## src/rtl/jw_dispatcher_if.sv

```systemverilog
// Signal bundle between the frame dispatcher, its iteration worker and the Avalon-MM write port.
// The master side is the dispatcher; the slave side is the environment (worker, memory, frame control).
interface jw_dispatcher_if;
    logic        frame_start;
    logic        frame_done;
    logic [9:0]  x;
    logic [9:0]  y;
    logic        JW_start;
    logic        JW_ready;
    logic        JW_done;
    logic [7:0]  pixel;
    logic        MC_busy;
    logic [31:0] avm_address;
    logic        avm_write;
    logic [31:0] avm_writedata;
    logic        avm_waitrequest;
    // Observation-only copy of the dispatcher state (0 IDLE, 1 ISSUE, 2 WAIT_CALC, 3 WRITE, 4 ADVANCE, 5 DONE).
    logic [2:0]  dbg_state;

    modport master (
        input  frame_start, JW_ready, JW_done, pixel, avm_waitrequest,
        output frame_done, x, y, JW_start, MC_busy, avm_address, avm_write, avm_writedata, dbg_state
    );

    modport slave (
        output frame_start, JW_ready, JW_done, pixel, avm_waitrequest,
        input  frame_done, x, y, JW_start, MC_busy, avm_address, avm_write, avm_writedata, dbg_state
    );
endinterface

```

## src/rtl/jw_dispatcher.sv

```systemverilog
// Raster-scan dispatcher: walks every pixel of a frame, launches the worker once per pixel and
// writes each 8-bit result to SDRAM as a 32-bit word at OFFSET + (y*H_RES + x)*BYTES_PER_PIXEL.
//
// Handshakes: JW_start may pulse only while JW_ready=1; JW_done is honoured only while waiting for
// a result; an Avalon write holds address/data with avm_write=1 until a cycle with avm_waitrequest=0.
module jw_dispatcher #(
    parameter int          H_RES           = 640,
    parameter int          V_RES           = 480,
    parameter logic [31:0] OFFSET          = 32'h08000000,
    parameter int          BYTES_PER_PIXEL = 4
) (
    input  logic           clk,
    input  logic           rst,
    jw_dispatcher_if.master bus
);

    typedef enum logic [2:0] {
        IDLE      = 3'd0,
        ISSUE     = 3'd1,
        WAIT_CALC = 3'd2,
        WRITE     = 3'd3,
        ADVANCE   = 3'd4,
        DONE      = 3'd5
    } state_t;

    state_t      state;
    state_t      state_next;
    logic [9:0]  x_q;
    logic [9:0]  y_q;
    logic [9:0]  x_next;
    logic [9:0]  y_next;
    logic [7:0]  pixel_q;
    logic        last_col;
    logic        last_row;
    logic [31:0] lin_index;

    assign last_col = (x_q == 10'(H_RES - 1));
    assign last_row = (y_q == 10'(V_RES - 1));

    // Address is derived from the held coordinates, so it is stable for the whole write
    // and falls back to OFFSET whenever reset clears x and y.
    assign lin_index         = 32'(y_q) * 32'(H_RES) + 32'(x_q);
    assign bus.avm_address   = OFFSET + lin_index * 32'(BYTES_PER_PIXEL);
    assign bus.avm_writedata = {24'h000000, pixel_q};
    assign bus.x             = x_q;
    assign bus.y             = y_q;
    assign bus.dbg_state     = state;

    always_ff @(posedge clk) begin
        if (rst) begin
            state   <= IDLE;
            x_q     <= 10'd0;
            y_q     <= 10'd0;
            pixel_q <= 8'd0;
        end else begin
            state <= state_next;
            x_q   <= x_next;
            y_q   <= y_next;
            if (state == WAIT_CALC && bus.JW_done) begin
                pixel_q <= bus.pixel;
            end
        end
    end

    always_comb begin
        state_next     = state;
        x_next         = x_q;
        y_next         = y_q;
        bus.JW_start   = 1'b0;
        bus.MC_busy    = 1'b0;
        bus.avm_write  = 1'b0;
        bus.frame_done = 1'b0;

        unique case (state)
            IDLE: begin
                if (bus.frame_start) begin
                    x_next     = 10'd0;
                    y_next     = 10'd0;
                    state_next = ISSUE;
                end
            end
            ISSUE: begin
                if (bus.JW_ready) begin
                    bus.JW_start = 1'b1;
                    state_next   = WAIT_CALC;
                end
            end
            WAIT_CALC: begin
                if (bus.JW_done) begin
                    state_next = WRITE;
                end
            end
            WRITE: begin
                bus.avm_write = 1'b1;
                bus.MC_busy   = 1'b1;
                if (!bus.avm_waitrequest) begin
                    state_next = ADVANCE;
                end
            end
            ADVANCE: begin
                // The final pixel keeps its coordinates; everything else steps in raster order.
                if (last_col && last_row) begin
                    state_next = DONE;
                end else begin
                    state_next = ISSUE;
                    if (last_col) begin
                        x_next = 10'd0;
                        y_next = y_q + 10'd1;
                    end else begin
                        x_next = x_q + 10'd1;
                    end
                end
            end
            DONE: begin
                bus.frame_done = 1'b1;
                state_next     = IDLE;
            end
            default: begin
                state_next = IDLE;
            end
        endcase
    end

endmodule

```

## src/flat_wrapper.sv

```systemverilog
// flat-port wrapper written by rule: the top's interface ports become plain ports
module jw_dispatcher_flat 
#(
    parameter int          H_RES           = 640,
    parameter int          V_RES           = 480,
    parameter logic [31:0] OFFSET          = 32'h08000000,
    parameter int          BYTES_PER_PIXEL = 4
)
  (clk, rst, bus_frame_start, bus_JW_ready, bus_JW_done, bus_pixel, bus_avm_waitrequest, bus_frame_done, bus_x, bus_y, bus_JW_start, bus_MC_busy, bus_avm_address, bus_avm_write, bus_avm_writedata, bus_dbg_state);
  jw_dispatcher_if bus_i ();
  input  logic clk;
  input  logic rst;
  input wire logic [$bits(bus_i.frame_start)-1:0] bus_frame_start;
  input wire logic [$bits(bus_i.JW_ready)-1:0] bus_JW_ready;
  input wire logic [$bits(bus_i.JW_done)-1:0] bus_JW_done;
  input wire logic [$bits(bus_i.pixel)-1:0] bus_pixel;
  input wire logic [$bits(bus_i.avm_waitrequest)-1:0] bus_avm_waitrequest;
  output wire logic [$bits(bus_i.frame_done)-1:0] bus_frame_done;
  output wire logic [$bits(bus_i.x)-1:0] bus_x;
  output wire logic [$bits(bus_i.y)-1:0] bus_y;
  output wire logic [$bits(bus_i.JW_start)-1:0] bus_JW_start;
  output wire logic [$bits(bus_i.MC_busy)-1:0] bus_MC_busy;
  output wire logic [$bits(bus_i.avm_address)-1:0] bus_avm_address;
  output wire logic [$bits(bus_i.avm_write)-1:0] bus_avm_write;
  output wire logic [$bits(bus_i.avm_writedata)-1:0] bus_avm_writedata;
  output wire logic [$bits(bus_i.dbg_state)-1:0] bus_dbg_state;
  assign bus_i.frame_start = bus_frame_start;
  assign bus_i.JW_ready = bus_JW_ready;
  assign bus_i.JW_done = bus_JW_done;
  assign bus_i.pixel = bus_pixel;
  assign bus_i.avm_waitrequest = bus_avm_waitrequest;
  assign bus_frame_done = bus_i.frame_done;
  assign bus_x = bus_i.x;
  assign bus_y = bus_i.y;
  assign bus_JW_start = bus_i.JW_start;
  assign bus_MC_busy = bus_i.MC_busy;
  assign bus_avm_address = bus_i.avm_address;
  assign bus_avm_write = bus_i.avm_write;
  assign bus_avm_writedata = bus_i.avm_writedata;
  assign bus_dbg_state = bus_i.dbg_state;
  jw_dispatcher #(.H_RES(H_RES), .V_RES(V_RES), .OFFSET(OFFSET), .BYTES_PER_PIXEL(BYTES_PER_PIXEL)) u_core (.clk(clk), .rst(rst), .bus(bus_i));
endmodule
```

## config.mk

```make
export PLATFORM = sky130hd
export DESIGN_NAME = jw_dispatcher_flat
export DESIGN_NICKNAME = d
export VERILOG_FILES = /design/src/rtl/jw_dispatcher_if.sv /design/src/rtl/jw_dispatcher.sv /design/src/flat_wrapper.sv
export SDC_FILE = /design/constraint.sdc
export NUM_CORES = 1
export LEC_CHECK = 0
export CAP_MARGIN = 0
export CELL_PAD_IN_SITES_DETAIL_PLACEMENT = 2
export CELL_PAD_IN_SITES_GLOBAL_PLACEMENT = 2
export CORE_ASPECT_RATIO = 1.5
export CORE_MARGIN = 2
export CORE_UTILIZATION = 26
export CTS_CLUSTER_SIZE = 20
export DETAILED_ROUTE_END_ITERATION = 6
export PLACE_DENSITY = 0.92
export SETUP_SLACK_MARGIN = 0.5
export SYNTH_ARGS = -nofsm -noshare
export SYNTH_HDL_FRONTEND = slang
export SYNTH_SLANG_ARGS = --single-unit
```

## constraint.sdc

```tcl
create_clock -name clk -period 5.66 [get_ports clk]
set_input_delay 0.566 -clock clk [delete_from_list [all_inputs] [get_ports clk]]
set_output_delay 0.566 -clock clk [all_outputs]
set_load 0.03 [all_outputs]
```

==> impl_metrics.toml <==
[cells_and_area]
areaGrowthSynthToFinish_pct = 27.3
final_cell_mix = "clkdlybuf4s50_1 (68), nor2_1 (40), conb_1 (36)"
drive_gt1_share_pct = 4.04
fillers = 1120
final_common_cell = "clkdlybuf4s50_1"
nets = 408
seqCellArea_um2 = 621
antennaDiodeCount = 0
multi_input_area_um2 = 1710

[global_route]
grt_first_pass_wirelength_um = 12700
grt_pass1_vias = 2612
overflow = 0
grt_max_degree = 22
top_usage_layer = "met2"
grt_use_total_pct = 14.4
met2_usage_pct = 28.1
grt_use_met3_pct = 2.91
gr-usage-met1_pct = 14.9
antenna_found_initial = 0

[cts]
cts_max_level = 2
tritoncts = "built"
clk_pin_slew_ns = 0.05
cts_resized = 0
clkLatencyLatePin_ns = 0.28
cts_setup_buffers = 0
clock-sinks = 31
cts_root_buf = "clkbuf_16"
cts_hold_buf = 0
clock_path_buffers = 2
cts_buffers = 5

[logic_synthesis]
synth-main-ff-cell = "dfxtp_1"
ys_ff_latch = 31
syn_area_um2 = 2630
netlist_instances = 315
synth_cell_types = 51
synth_edf_count = 0
async_flop_share_pct = 0
yosysWarnings = 0
yosysSeqAreaShare_pct = 23.6
syn_avg_cell_area_um2 = 8.35

[worst_setup_path]
rrSetupSlack_ns = 2.82
critPathRequiredTime_ns = 5.09
path_depth = 11
path_max_fanout = 8
path_cells = "ha_1, ha_1, inv_1, fa_1, xnor2_1, nand2_1, a2111o_1, a2111oi_2, o2111ai_1, a32oi_1, clkdlybuf4s50_1"
slowest_stage = "clkdlybuf4s50_1"
critPathBufInv = 2
slowest_delay_ns = 0.70
rr_worst_depth = 6
worst_path_most_repeated_cell = "ha_1"
crit_family = "compound AO/OA/AOI/OAI gates"
crit_type = "reg -> out"
cp-start-kind = "register"
arrival_ns = 3.96
cp-end-kind = "primary output"

[detailed_routing]
ant_nets = 0
drt_iter0_markers = 42
wirelength_um = 7780
drt_first_pass_iters = 4
drc = 0
wl_per_cell_um = 15.9
viasPerCell = 4.92
route.vias.total = 2402

[power]
p_int_uw = 420
swShare_pct = 28.6
p_comb_share_pct = 15.6
clockPowerShare_pct = 45.7
p_sw_uw = 168
p_per_area_nw_per_um2 = 176
max-vdd-ir-drop_uv = 153
pwr-share-seq_pct = 38.7
p_leak_nw = 1.32

[worst_hold_path]
min_path_type = "reg -> reg"
holdPathStages = 2

[die]
start_util_pct = 26.4
die_x_um = 86.1
ios = 105
rows = 45
die_y_um = 127
core_um2 = 9970
die_area_um2 = 11000

[timing]
setup_viol = 0
finalWorstSetupSlack_ns = 1.13
skew_ns = 0.00478
fin_crit_sh_pct = 80.0
finalHoldViolCount = 0
slew_violations = 0
max_freq_mhz = 221
period_minus_slack_ns = 4.53
setup_tns_ns = 0
timing.slew.headroom_pct = 44.4
tightest_slew_ns = 0.831
rsz0062_at_grt = "false"

[run]
max_cap_violations = 0

[place]
gp_congestion = 0.782
port_buffers = 68
pre_cts_ws_ns = 1.40
dp_hpwl_um = 6170

[run_status]
status = "complete, no violations"
[sequential cells by signal (all words and copies together) (netlist names)]
| signal | flops |
|---|---|
| u_core.bus.x | 10 |
| u_core.bus.dbg_state | 3 |
| u_core.pixel_q | 8 |
| u_core.bus.y | 10 |
[tightest hold or removal path, cell delays in order, from the launching register on]
cell and delay, ns:
dfxtp_1 0.32, mux2i_1 0.07, nor2_1 0.07
[synth_stat cells, types with 6 or more instances]
library cell  number  area [um2]
nand3_1            8        40.0
buf_4             47         353
mux2i_1           10         100
and3_1             6        37.5
dfxtp_1           31         621
o21ai_0           18        90.1
xor2_1            11        96.3
a21oi_1           16        80.1
nor2_1            40         150
inv_1             11        41.3
nand2_1            8        30.0
ha_1              21         263
xnor2_1           10        87.6
[final timing paths]
path,from,endpoint
setup / recovery,u_core.bus.y[3],bus_avm_address[21]
setup reg to reg,u_core.bus.dbg_state[2],u_core.bus.y[6]
hold / removal,u_core.pixel_q[4],u_core.pixel_q[4]
hold reg to reg,u_core.pixel_q[4],u_core.pixel_q[4]
[per-stage QoR]
stage | std cells | hold WS, ns | utilization, % | area, um2 | power [mW]
floorplan | 349 | 0.606 | - | 2760 | 0.318
global placement | 481 | 0.480 | 32.2 | 3200 | 0.322
global route | 488 | 0.543 | 33.6 | 3350 | 0.608
finish | 488 | 0.494 | 33.6 | 3350 | 0.588
detailed placement | 481 | 0.488 | 32.2 | 3200 | 0.324
CTS | 488 | 0.500 | 33.6 | 3350 | 0.594
[routing by layer]
layer / part of all wire [%] / wire length (um)
met1: 37 / 2870
met2: 57 / 4410
met3: 5.2 / 401
met4: 1.3 / 98
met5: 0 / 0
[power groups by stage]
stage          Clock [mW]  Combinational, mW  Sequential, mW
5_1_grt             0.282             0.0974           0.228
3_3_place_gp            0             0.0902           0.232
3_5_place_dp            0             0.0916           0.232
6_report            0.269             0.0919           0.228
2_1_floorplan           0             0.0815           0.237
4_1_cts             0.274             0.0920           0.228
[kinds of logic after synthesis]
logic type      synth area share (%)
other cells                    0.286
compound gates                  16.5
mux                             3.81
fa+ha+maj                       11.5
flops                           23.6
buf+inv                         16.6
xor+xnor                        7.85
simple gates                    19.9
[area by class of cell]
type / count / area share (%)
clock buffer: 6 / 4.15
clock inverter: 1 / 0.149
inverter: 11 / 1.23
multi-input combinational: 253 / 51.0
sequential: 31 / 18.5
tap: 117 / 4.37
timing repair buffer: 69 / 20.6
No activity file was read; power rests on OpenSTA's default activity.
